## src/rtl/sprite_anime_sequencer.sv

```systemverilog
// ----------------------------------------------------------------------------
// sprite_anime_sequencer
//
// Chooses which sprite frame to draw for pacman and for each ghost. All
// animation runs off i_tick (the vsync frame pulse). A shared prescaler
// divides i_tick down to an animation "step".
//
// Optional feature macro: ANIME_FLASH_EN
//   defined   : frightened ghosts flash (pose 10/11) while i_frightened_end
//               is high, toggling every FLASH_DIV ticks.
//   undefined : no flash logic; frightened pose is always 8+wiggle and
//               i_frightened_end is ignored.
//
// Ports
//   i_clk               sole clock
//   i_rst               asynchronous active-high reset
//   i_tick              one-cycle frame pulse
//   i_pacman_moving     pacman advanced this frame
//   i_pacman_direction  0 UP, 1 DOWN, 2 LEFT, 3 RIGHT
//   i_pacman_die        pulse: start death animation
//   i_pacman_revive     pulse: leave finished death animation
//   i_ghost_state       4 bits per ghost (ghost k at [4k+3:4k])
//   i_ghost_direction   2 bits per ghost
//   i_ghost_moving      1 bit per ghost
//   i_frightened_end    frightened mode about to expire
//   i_which_char        1..NUM_GHOSTS selects the ghost shown on o_ghost_pose
//   o_pacman_pose       pacman sprite index (registered)
//   o_ghost_pose        selected ghost sprite index (registered)
//   o_pacman_dying      high while the death animation runs or is held
//   o_pacman_die_done   one-cycle pulse when the death animation completes
//
// Ghost state codes mirror the game's params.vh:
//   G_IDLE=0, G_CHASE=1, G_SCATTER=2, G_FRIGHTENED=3, G_DIE=4.
// ----------------------------------------------------------------------------
module sprite_anime_sequencer #(
   parameter int NUM_GHOSTS     = 4,
   parameter int FRAME_DIV      = 8,
   parameter int FLASH_DIV      = 16,
   parameter int PAC_DIE_FRAMES = 11
) (
   input  logic                      i_clk,
   input  logic                      i_rst,
   input  logic                      i_tick,
   input  logic                      i_pacman_moving,
   input  logic [1:0]                i_pacman_direction,
   input  logic                      i_pacman_die,
   input  logic                      i_pacman_revive,
   input  logic [4*NUM_GHOSTS-1:0]   i_ghost_state,
   input  logic [2*NUM_GHOSTS-1:0]   i_ghost_direction,
   input  logic [NUM_GHOSTS-1:0]     i_ghost_moving,
   input  logic                      i_frightened_end,
   input  logic [3:0]                i_which_char,
   output logic [4:0]                o_pacman_pose,
   output logic [3:0]                o_ghost_pose,
   output logic                      o_pacman_dying,
   output logic                      o_pacman_die_done
);

   localparam logic [3:0] G_IDLE       = 4'd0;
   localparam logic [3:0] G_CHASE      = 4'd1;
   localparam logic [3:0] G_SCATTER    = 4'd2;
   localparam logic [3:0] G_FRIGHTENED = 4'd3;
   localparam logic [3:0] G_DIE        = 4'd4;

   localparam logic [7:0] FRAME_LAST = 8'(FRAME_DIV - 1);
   localparam logic [3:0] DIE_LAST   = 4'(PAC_DIE_FRAMES - 1);

   typedef enum logic [1:0] {
      NORMAL = 2'd0,
      DYING  = 2'd1,
      DONE   = 2'd2
   } pac_state_t;

   // ------------------------------------------------------------------
   // Shared prescaler
   // ------------------------------------------------------------------
   logic [7:0] div_cnt_reg;
   logic       step;

   assign step = i_tick && (div_cnt_reg == FRAME_LAST);

   always_ff @(posedge i_clk or posedge i_rst) begin
      if (i_rst) begin
         div_cnt_reg <= 8'd0;
      end else if (i_tick) begin
         div_cnt_reg <= step ? 8'd0 : div_cnt_reg + 8'd1;
      end
   end

   // ------------------------------------------------------------------
   // Frightened flash
   // ------------------------------------------------------------------
   logic flash;

`ifdef ANIME_FLASH_EN
   localparam logic [7:0] FLASH_LAST = 8'(FLASH_DIV - 1);

   logic [7:0] flash_cnt_reg;
   logic       flash_reg;

   // Flash only runs while frightened mode is ending; dropping
   // i_frightened_end restarts the sequence from a steady (non-flash) pose.
   always_ff @(posedge i_clk or posedge i_rst) begin
      if (i_rst) begin
         flash_cnt_reg <= 8'd0;
         flash_reg     <= 1'b0;
      end else if (!i_frightened_end) begin
         flash_cnt_reg <= 8'd0;
         flash_reg     <= 1'b0;
      end else if (i_tick) begin
         if (flash_cnt_reg == FLASH_LAST) begin
            flash_cnt_reg <= 8'd0;
            flash_reg     <= ~flash_reg;
         end else begin
            flash_cnt_reg <= flash_cnt_reg + 8'd1;
         end
      end
   end

   assign flash = flash_reg;
`else
   logic unused_frightened_end;

   assign flash                 = 1'b0;
   assign unused_frightened_end = i_frightened_end;
`endif

   // ------------------------------------------------------------------
   // Pacman FSM
   // ------------------------------------------------------------------
   pac_state_t state_reg, state_next;
   logic [1:0] phase_reg, phase_next;
   logic [3:0] die_idx_reg, die_idx_next;
   logic       die_done_next;
   logic [4:0] pac_pose_next;
   logic [4:0] dir_ext;

   assign dir_ext = {3'b000, i_pacman_direction};

   always_ff @(posedge i_clk or posedge i_rst) begin
      if (i_rst) begin
         state_reg   <= NORMAL;
         phase_reg   <= 2'd0;
         die_idx_reg <= 4'd0;
      end else begin
         state_reg   <= state_next;
         phase_reg   <= phase_next;
         die_idx_reg <= die_idx_next;
      end
   end

   always_comb begin
      state_next    = state_reg;
      phase_next    = phase_reg;
      die_idx_next  = die_idx_reg;
      die_done_next = 1'b0;
      pac_pose_next = 5'd16 + {1'b0, die_idx_reg};

      case (state_reg)
         NORMAL: begin
            // A die pulse wins over a coincident chomp step.
            if (i_pacman_die) begin
               state_next   = DYING;
               die_idx_next = 4'd0;
               phase_next   = 2'd0;
            end else if (step && i_pacman_moving) begin
               phase_next = phase_reg + 2'd1;
            end

            case (phase_reg)
               2'd0:    pac_pose_next = dir_ext;
               2'd2:    pac_pose_next = 5'd8;
               default: pac_pose_next = dir_ext + 5'd4;
            endcase
         end

         DYING: begin
            if (step) begin
               if (die_idx_reg == DIE_LAST) begin
                  state_next    = DONE;
                  die_done_next = 1'b1;
               end else begin
                  die_idx_next = die_idx_reg + 4'd1;
               end
            end
         end

         DONE: begin
            // Last death frame is held until the game revives pacman.
            if (i_pacman_revive) begin
               state_next = NORMAL;
            end
         end

         default: begin
            state_next = NORMAL;
         end
      endcase
   end

   // ------------------------------------------------------------------
   // Ghost channels
   // ------------------------------------------------------------------
   logic [3:0] ghost_pose_each [NUM_GHOSTS];
   logic [3:0] ghost_sel;

   generate
      for (genvar gi = 0; gi < NUM_GHOSTS; gi++) begin : g_ghost
         logic       wiggle_reg;
         logic [3:0] code;
         logic [1:0] dir;
         logic [3:0] pose;

         assign code = i_ghost_state[4*gi +: 4];
         assign dir  = i_ghost_direction[2*gi +: 2];

         always_ff @(posedge i_clk or posedge i_rst) begin
            if (i_rst) begin
               wiggle_reg <= 1'b0;
            end else if (step && i_ghost_moving[gi]) begin
               wiggle_reg <= ~wiggle_reg;
            end
         end

         // Sprite sheet: 0..7 walking (2 per direction), 8/9 frightened,
         // 10/11 frightened flashing, 12..15 eyes-only per direction.
         always_comb begin
            pose = 4'd0;
            case (code)
               G_IDLE, G_CHASE, G_SCATTER: pose = {1'b0, dir, wiggle_reg};
               G_FRIGHTENED:               pose = {2'b10, flash, wiggle_reg};
               G_DIE:                      pose = {2'b11, dir};
               default:                    pose = 4'd0;
            endcase
         end

         assign ghost_pose_each[gi] = pose;
      end
   endgenerate

   // Out-of-range selectors (0 or above NUM_GHOSTS) fall through to 0.
   always_comb begin
      ghost_sel = 4'd0;
      for (int k = 0; k < NUM_GHOSTS; k++) begin
         if (i_which_char == 4'(k + 1)) begin
            ghost_sel = ghost_pose_each[k];
         end
      end
   end

   // ------------------------------------------------------------------
   // Output registers
   // ------------------------------------------------------------------
   always_ff @(posedge i_clk or posedge i_rst) begin
      if (i_rst) begin
         o_pacman_pose     <= 5'd0;
         o_ghost_pose      <= 4'd0;
         o_pacman_dying    <= 1'b0;
         o_pacman_die_done <= 1'b0;
      end else begin
         o_pacman_pose     <= pac_pose_next;
         o_ghost_pose      <= ghost_sel;
         o_pacman_dying    <= (state_reg != NORMAL);
         o_pacman_die_done <= die_done_next;
      end
   end

endmodule

```

## config.mk

```make
export PLATFORM = sky130hd
export DESIGN_NAME = sprite_anime_sequencer
export DESIGN_NICKNAME = d
export VERILOG_FILES = /design/src/rtl/sprite_anime_sequencer.sv
export SDC_FILE = /design/constraint.sdc
export NUM_CORES = 1
export LEC_CHECK = 0
export ABC_AREA = 1
export CAP_MARGIN = 20
export CORE_MARGIN = 5
export CORE_UTILIZATION = 48
export DETAILED_ROUTE_END_ITERATION = 10
export GPL_ROUTABILITY_DRIVEN = 0
export PLACE_DENSITY = 0.8
export SYNTH_ARGS = -nofsm -noshare
export SYNTH_HDL_FRONTEND = slang
export SYNTH_SLANG_ARGS = --single-unit
```

## constraint.sdc

```tcl
create_clock -name i_clk -period 1.55 [get_ports i_clk]
set_input_delay 0.155 -clock i_clk [delete_from_list [all_inputs] [get_ports i_clk]]
set_output_delay 0.155 -clock i_clk [all_outputs]
set_load 0.01 [all_outputs]
```

Yosys cells after proc, flatten, opt, wreduce, memory -nomap -nowiden
Cells that the tools add are included.
{"block": "word_totals", "word_cells": 98, "input_bits": 41, "output_inout_bits": 11, "ff_bits": 31}
{"block": "classes", "add_sub_neg": 5, "mux": 25, "n_eq_ne": 30, "bitwise_logic": 4, "n_reduce_logical": 22}
{"op": "$pmux W4 S3", "count": 4}
{"op": "$eq A4 B2 Y1 const B", "count": 10}
{"op": "$mux W4", "count": 7}
{"op": "$eq A4 B1 Y1 const B", "count": 5}
{"op": "$eq A4 B3 Y1 const B", "count": 5}
{"op": "$logic_not A4 Y1", "count": 4}
{"op": "$pmux W4 S2", "count": 2}
{"op": "$mux W2", "count": 6}
{"op": "$reduce_or A3 Y1", "count": 4}
{"op": "$ne A2 B2 Y1 const B", "count": 5}
{"op": "$add A8 B1 Y8 const B", "count": 1}
{"op": "$eq A8 B3 Y1 const B", "count": 1}
{"op": "$mux W8", "count": 1}
{"op": "$reduce_and A4 Y1", "count": 2}
{"op": "$logic_and A1 B1 Y1", "count": 6}
{"op": "$pmux W2 S3", "count": 1}
{"op": "$reduce_bool A2 Y1", "count": 3}
{"op": "$add A5 B4 Y5 const A", "count": 1}
{"op": "$mux W5", "count": 1}
{"op": "$add A2 B3 Y4 const B", "count": 1}
{"op": "$add A4 B1 Y4 const B", "count": 1}
{"op": "$eq A2 B2 Y1 const B", "count": 2}
{"op": "$eq A4 B4 Y1 const B", "count": 1}
{"op": "$logic_not A2 Y1", "count": 2}
{"op": "5 further kinds", "count": 10}

Logic depth before layout (Yosys ltp)
Gate-level depths: netlist of the first run.
{"block": "logic_depth", "depth_word": 7, "depth_mapped": 9, "ltp_nobuf": 9}

Worst setup path after synthesis of the first run
OpenSTA, ideal clock, no wires.
{"block": "synth_timing", "path_type": "register to register", "startpoint": "register die_idx_reg[0]", "endpoint": "register die_idx_reg[3]", "slack_ns": 0.308, "setup_time_ns": 0.118, "path_stages_with_launch": 9, "n_path_buf": 0, "arrival_ns": 1.124, "synth_period_minus_slack_ns": 1.242, "t_required_ns": 1.432, "path_cell_list": "dfrtp_1 > inv_1 > ha_1 > nand3_1 > nand2_1 > nand2_1 > nand3_2 > nand2_1 > nand2_1"}
{"block": "synth_via", "elab_chain_len": 4, "elab_cells_between_ends": 7, "cone_classes": "1 x add/sub; 2 x eq/ne; 3 x mux; 1 x reduce/logical"}
{"element": "start: declaration", "line": "133", "rtl": "logic [3:0] die_idx_reg, die_idx_next;"}
{"element": "start signal: assignment", "line": "148", "rtl": "die_idx_reg <= die_idx_next;"}
{"element": "$add A4 B1 Y4", "line": "183", "rtl": "die_idx_next = die_idx_reg + 4'd1;"}
{"element": "$mux W4", "line": "179", "rtl": "if (die_idx_reg == DIE_LAST) begin"}
{"element": "$mux W4", "line": "178", "rtl": "if (step) begin"}
{"element": "$pmux W4 S2", "line": "159", "rtl": "case (state_reg)"}
Parallel ways exist; a longest one is shown, timed or not. The select of a mux whose other input is x is not followed.
A chain may end at the register's enable or synchronous reset.

Worst setup path in the final report of the first run
{"block": "layout_timing", "startpoint": "register die_idx_reg[0]", "endpoint": "register die_idx_reg[2]"}
The elaborated chain is that of the path after synthesis.

==> results of run 1 <==
[layout make-up]
| cell class | count | area, um2 | share of cell area |
|---|---|---|---|
| clock buffer | 7 | 76.3 | 0.0311 |
| inverter | 34 | 130 | 0.0530 |
| multi-input combinational | 181 | 923 | 0.376 |
| sequential | 30 | 752 | 0.306 |
| tap | 48 | 60.1 | 0.0244 |
| timing repair buffer | 52 | 515 | 0.210 |
[where the power goes]
part	internal, mW	switching (mW)	leakage [nW]
Clock	0.308	0.260	0.0383
Sequential	0.951	0.148	0.385
Combinational	0.308	0.323	0.799
[placed cells by master, fill, tap and decap left out, types with 2 or more instances in the layout]
cell,synthesis,layout
sky130_fd_sc_hd__xor2_1,5,5
sky130_fd_sc_hd__buf_4,2,2
sky130_fd_sc_hd__inv_2,4,4
sky130_fd_sc_hd__nor2_4,2,2
sky130_fd_sc_hd__clkbuf_8,0,5
sky130_fd_sc_hd__nor2_1,23,23
sky130_fd_sc_hd__nand2_4,4,4
sky130_fd_sc_hd__ha_1,5,5
sky130_fd_sc_hd__o21ai_0,8,8
sky130_fd_sc_hd__nand2_1,76,76
sky130_fd_sc_hd__clkdlybuf4s50_1,0,50
sky130_fd_sc_hd__xnor2_1,4,4
sky130_fd_sc_hd__nand4_1,13,13
sky130_fd_sc_hd__nand3_1,30,30
sky130_fd_sc_hd__nor3_1,2,2
sky130_fd_sc_hd__a21oi_1,2,2
sky130_fd_sc_hd__dfrtp_1,30,29
sky130_fd_sc_hd__inv_1,29,29
sky130_fd_sc_hd__clkbuf_1,0,2
[cell families after synthesis]
kind of cell	synth area share
AND/OR/NAND/NOR	0.391
buffers and inverters	0.0854
flip-flops	0.410
AO/OA/AOI/OAI	0.0362
XOR/XNOR	0.0431
adder cells (fa/ha/maj)	0.0342
[path summary, 6_finish.rpt]
kind,slack [ps],from,to,depth (start not counted)
min reg2reg,480,g_ghost[2].wiggle_reg,g_ghost[2].wiggle_reg,1
max reg2reg,150,die_idx_reg[0],die_idx_reg[2],8
max,150,die_idx_reg[0],die_idx_reg[2],8
min in group i_clk,440,i_ghost_moving[0],g_ghost[0].wiggle_reg,3
min,250,i_rst,div_cnt_reg[1],3
max in group asynchronous,1000,i_rst,die_idx_reg[0],3
[metrics by stage]
stage,util,TNS [ps],instance area (um2)
4_1_cts,0.666,0,2460
3_5_place_dp,0.645,0,2380
5_1_grt,0.666,-0.112,2460
6_report,0.666,0,2460
3_3_place_gp,0.645,0,2380
2_1_floorplan,-,0,1830
[critical path, stage by stage, from the launching register on]
cell,delay (ps)
sky130_fd_sc_hd__dfrtp_2,410
sky130_fd_sc_hd__inv_1,70
sky130_fd_sc_hd__ha_1,200
sky130_fd_sc_hd__nand3_1,110
sky130_fd_sc_hd__nand2_1,90
sky130_fd_sc_hd__nand2_1,150
sky130_fd_sc_hd__nand3_2,120
sky130_fd_sc_hd__nand2_1,80
sky130_fd_sc_hd__nand2_1,50
[per-layer routing]
| metal | vias to the layer above | GRT usage | share of wire |
|---|---|---|---|
| li1 | 905 | - | - |
| met1 | 806 | 0.203 | 0.45 |
| met2 | 39 | 0.270 | 0.49 |
| met3 | 6 | 0.0547 | 0.057 |
| met4 | 0 | 0.0522 | 0.010 |
| met5 | - | 0 | 0 |
[timing repair]
| item | in CTS | in global routing |
|---|---|---|
| hold endpoints to repair | 0 | 0 |
| resized for setup | 0 | 1 |
| setup endpoints to repair | 0 | 4 |
==> flow_metrics.env, run 1 <==
export IMPL_run_status="completed"
export IMPL_synthTopCellsByArea="sky130_fd_sc_hd__dfrtp_1 41%, sky130_fd_sc_hd__nand2_1 16%, sky130_fd_sc_hd__nand3_1 8.2%, sky130_fd_sc_hd__inv_1 5.9%, sky130_fd_sc_hd__nor2_1 4.7%"
export IMPL_cts_hold_buffers=0
export IMPL_grt_max_degree=31
export IMPL_antenna_violating_nets_post_route=0
export IMPL_number_of_drc_violations_after_detailed_routing=0
export IMPL_syn_inst=248
export IMPL_drt_vias_per_instance=4.99
export IMPL_syn_num_nets=294
export IMPL_cts_setup_buffers=0
export IMPL_root_buffer="sky130_fd_sc_hd__clkbuf_8"
export IMPL_dpl_hpwl_um=3380
export IMPL_number_of_antenna_violations_at_the_first_check_in_global_routing=0
export IMPL_numClockSinks=30
export IMPL_finalCritPeriodShare=0.902
export IMPL_dieArea_mm2=0.00515
export IMPL_critPathRequiredTime_ps=1710
export IMPL_share_of_layout_cells_above_drive_strength_1=0.0757
export IMPL_antenna_diode_count=0
export IMPL_cts_buffer_depth=2
export IMPL_hold_path_class="primary input to async pin"
export IMPL_post_route_worst_setup_slack_ps=152
export IMPL_finalNetCount=350
export IMPL_start_kind="flip-flop"
export IMPL_total_power_mw=2.30
export IMPL_htreeDepth=2
export IMPL_drtPass1Iterations=4
export IMPL_synthesis_yosys_warnings=0
export IMPL_grt_first_pass_wirelength_um=6670
export IMPL_layout_filler_cells=339
export IMPL_drv_cap=0
export IMPL_synth_top_area_cell="sky130_fd_sc_hd__dfrtp_1"
export IMPL_final_period_minus_worst_setup_slack_ps=1400
export IMPL_setup_violations=0
export IMPL_route_vias_total=1756
export IMPL_synth_ff_latch_count=30
export IMPL_synth_lib_cells_used_distinct=25
export IMPL_grt_pass1_vias=1601
export IMPL_fp_dieW_um=71.8
export IMPL_area_growth_syn_to_layout_pct=34.2
export IMPL_first_drt_iteration_drcs=64
export IMPL_place_ws_ps=27.2
export IMPL_dieHeight_um=71.8
export IMPL_finalHoldViolCount=0
export IMPL_fmaxAchievable_mhz=715
export IMPL_timing_final_max_slew_violations=0
export IMPL_path_class="flip-flop to flip-flop"
export IMPL_design_core_area_mm2=0.00369
export IMPL_placed_cells_incl_taps=345
export IMPL_floorplan_rows=22
export IMPL_grt_ovfl_total=0
export IMPL_synth_flop_cell="sky130_fd_sc_hd__dfrtp_1"
export IMPL_per_cell_routed_wire_length_um=11.8
export IMPL_synth_enable_flop_cells=0
export IMPL_tritoncts_clock_tree="done"
export IMPL_cellPowerDensity_mw_per_mm2=935
export IMPL_synthArstFlopShare=1.00
export IMPL_starting_utilization_of_the_core_area=0.496
export IMPL_netlist_area_leader_share=0.410
export IMPL_final_cells=352
export IMPL_tightestPinTransition_ps=421
export IMPL_finalWirelength_um=4160
export IMPL_synth_seq_area_share=0.410
export IMPL_peakVddDrop_mv=0.599
export IMPL_finClkSkew_ps=4.30
export IMPL_cts_made_buffers=5
export IMPL_port_buffer_count=50
export IMPL_synth_top_cells_by_count="76 x sky130_fd_sc_hd__nand2_1, 30 x sky130_fd_sc_hd__dfrtp_1, 30 x sky130_fd_sc_hd__nand3_1"
export IMPL_leakagePower_nw=1.22
export IMPL_mappedNetlistArea_mm2=0.00183
export IMPL_worst_path_max_fanout=6
export IMPL_largest_register_ff_count=8
export IMPL_category_of_the_worst_setup_path_capture_point="flip-flop"
export IMPL_worst_path_arrival_ps=1560
export IMPL_worst_slew_margin_rel=0.717
export IMPL_clk_insertion_delay_late_ps=280
export IMPL_synthesized_area_per_cell_um2=7.38
export IMPL_path_clk_slew_ps=60
export IMPL_ios=52
export IMPL_grt_usage=0.164
export IMPL_hold_ws_ps=250
export IMPL_synth_most_common_cell="sky130_fd_sc_hd__nand2_1"
Power figures use the tool's default switching activity.
==> inputs of run 2 (changes only) <==
- CORE_UTILIZATION: 48 -> 50
- PLACE_DENSITY: 0.8 -> 0.83
- clock period: 1.55 -> 1.64 ns (I/O delays scaled with it)
==> run 2 against run 1 <==
Compared with the run above: highest routed layer unchanged; sequential share of layout area is 0.31 points lower; flip-flop and latch count stayed put; total power is 3.1% lower; routed wire length is 5.5% lower; sequential power is 6% lower; non-clock buffer count is 1 higher; fmax is 1.9% lower; worst hold slack worse by 63 ps; critical path depth stayed put; clock skew is 2.9 ps lower; clock power is 5.6% higher.
==> flow_metrics.env, run 2 (synthesis results as in run 1) <==
export IMPL_run_status="completed"
export IMPL_slowest_delay_ps=450
export IMPL_dieArea_mm2=0.00497
export IMPL_dpl_hpwl_um=3260
export IMPL_final_sum_of_negative_setup_slack_ps=0
export IMPL_share_of_layout_cells_above_drive_strength_1=0.0817
export IMPL_hold_path_class="primary input to async pin"
export IMPL_grt_first_pass_wirelength_um=6720
export IMPL_start_kind="flip-flop"
export IMPL_design_core_area_mm2=0.00361
export IMPL_number_of_drc_violations_after_detailed_routing=0
export IMPL_dieHeight_um=70.5
export IMPL_tightestPinTransition_ps=401
export IMPL_path_clk_slew_ps=60
export IMPL_fp_dieW_um=70.5
export IMPL_finalNetCount=351
export IMPL_htreeDepth=2
export IMPL_root_buffer="sky130_fd_sc_hd__clkbuf_8"
export IMPL_grt_usage=0.171
export IMPL_tritoncts_clock_tree="done"
export IMPL_route_vias_total=1740
export IMPL_rsz0062_at_grt="false"
export IMPL_slowest_stage="sky130_fd_sc_hd__dfrtp_1"
export IMPL_largest_register_ff_count=8
export IMPL_fmaxAchievable_mhz=702
export IMPL_number_of_antenna_violations_at_the_first_check_in_global_routing=0
export IMPL_drtPass1Iterations=4
export IMPL_critPathRequiredTime_ps=1810
export IMPL_drv_cap=0
export IMPL_cellPowerDensity_mw_per_mm2=899
export IMPL_category_of_the_worst_setup_path_capture_point="flip-flop"
export IMPL_finalHoldViolCount=0
export IMPL_antenna_violating_nets_post_route=0
export IMPL_per_cell_routed_wire_length_um=11.1
export IMPL_setup_violations=0
export IMPL_starting_utilization_of_the_core_area=0.508
export IMPL_grt_pass1_vias=1591
export IMPL_grt_ovfl_total=0
export IMPL_final_cells=354
export IMPL_timing_critical_path_cells="inv_1 > ha_1 > nand3_1 > nand2_1 > nand2_1 > nand3_2 > nand2_1 > nand2_1"
export IMPL_cts_setup_buffers=0
export IMPL_worst_path_max_fanout=6
export IMPL_final_period_minus_worst_setup_slack_ps=1420
export IMPL_cts_made_buffers=5
export IMPL_floorplan_rows=22
export IMPL_post_cts_resized=0
export IMPL_placed_cells_incl_taps=346
export IMPL_antenna_diode_count=0
export IMPL_numClockSinks=30
export IMPL_grt_max_degree=20
export IMPL_finClkSkew_ps=1.42
export IMPL_place_area_mm2=0.00239
export IMPL_finalCritPeriodShare=0.869
export IMPL_clk_insertion_delay_late_ps=280
export IMPL_drt_vias_per_instance=4.92
export IMPL_final_design_area_no_fill_mm2=0.00248
export IMPL_path_class="flip-flop to flip-flop"
export IMPL_timing_final_max_slew_violations=0
export IMPL_worst_slew_margin_rel=0.730
export IMPL_port_buffer_count=50
export IMPL_finalWirelength_um=3930
export IMPL_layout_cells_most_common="sky130_fd_sc_hd__nand2_1"
export IMPL_worst_path_arrival_ps=1590
export IMPL_ios=52
export IMPL_area_growth_syn_to_layout_pct=35.4
export IMPL_critical_path_top_cell_by_count="sky130_fd_sc_hd__nand2_1"
export IMPL_first_drt_iteration_drcs=86
export IMPL_peakVddDrop_mv=0.558
export IMPL_layout_filler_cells=293
export IMPL_cts_buffer_depth=2
export IMPL_mostFrequentLayoutCells="76 x sky130_fd_sc_hd__nand2_1, 50 x sky130_fd_sc_hd__clkdlybuf4s50_1, 30 x sky130_fd_sc_hd__nand3_1, 30 x sky130_fd_sc_hd__dfrtp_1, 29 x sky130_fd_sc_hd__inv_1"
export IMPL_leakagePower_nw=1.24
export IMPL_cts_hold_buffers=0
-- run 2: changes by cell type in the layout (fill, tap and decap cells not counted) --
cell                       before  now
sky130_fd_sc_hd__dfrtp_2        1    0
sky130_fd_sc_hd__clkbuf_8       5    6
sky130_fd_sc_hd__clkinv_2       0    1
sky130_fd_sc_hd__buf_4          2    3
sky130_fd_sc_hd__clkbuf_1       2    1
sky130_fd_sc_hd__dfrtp_1       29   30
-- run 2: critical path, delay by kind of cell, from the launching register on --
kind,cells,cell delay (ps)
AND/OR/NAND/NOR,6,590
flip-flops,1,450
adder cells (fa/ha/maj),1,190
buffers and inverters,1,80
-- run 2: final cells by class --
type / instances / area, um2 / share of cell area
Multi-Input combinational cell: 181 / 923 / 0.373
Inverter: 34 / 130 / 0.0525
Sequential cell: 30 / 751 / 0.303
Tap cell: 48 / 60.1 / 0.0242
Timing Repair Buffer: 53 / 523 / 0.211
Clock inverter: 1 / 5.00 / 0.00202
Clock buffer: 7 / 86.3 / 0.0348
-- run 2: metrics by stage --
step	util	worst slack (ps)	hold WS, ps	total power [mW]
after detailed placement	0.662	113	465	1.64
after floorplan	-	398	255	1.40
after global routing	0.687	70.9	206	2.39
after CTS	0.687	215	191	2.25
after global placement	0.662	138	464	1.62
final	0.687	215	187	2.23
-- run 2: final timing paths --
kind,end,cells past startpoint,slack (ps),from
max,die_idx_reg[3],8,220,die_idx_reg[0]
min,g_ghost[1].wiggle_reg,3,190,i_rst
max reg2reg,die_idx_reg[3],8,220,die_idx_reg[0]
min reg2reg,g_ghost[2].wiggle_reg,1,470,g_ghost[2].wiggle_reg
max in group asynchronous,o_ghost_pose[1],3,1220,i_rst
min in group i_clk,g_ghost[2].wiggle_reg,3,450,i_ghost_moving[2]
-- run 2: power breakdown --
part           internal, mW  switching [mW]  leakage [nW]
Combinational         0.294           0.303         0.804
Clock                 0.338           0.263        0.0482
Sequential            0.896           0.135         0.386
Total                  1.53           0.701          1.24
-- run 2: per-layer routing --
metal  routed length, um  vias up  track usage
met5                   0        -            0
met2                1910       45        0.283
met3                 209       10       0.0417
met1                1710      779        0.208
li1                    -      906            -
met4                 101        0       0.0809
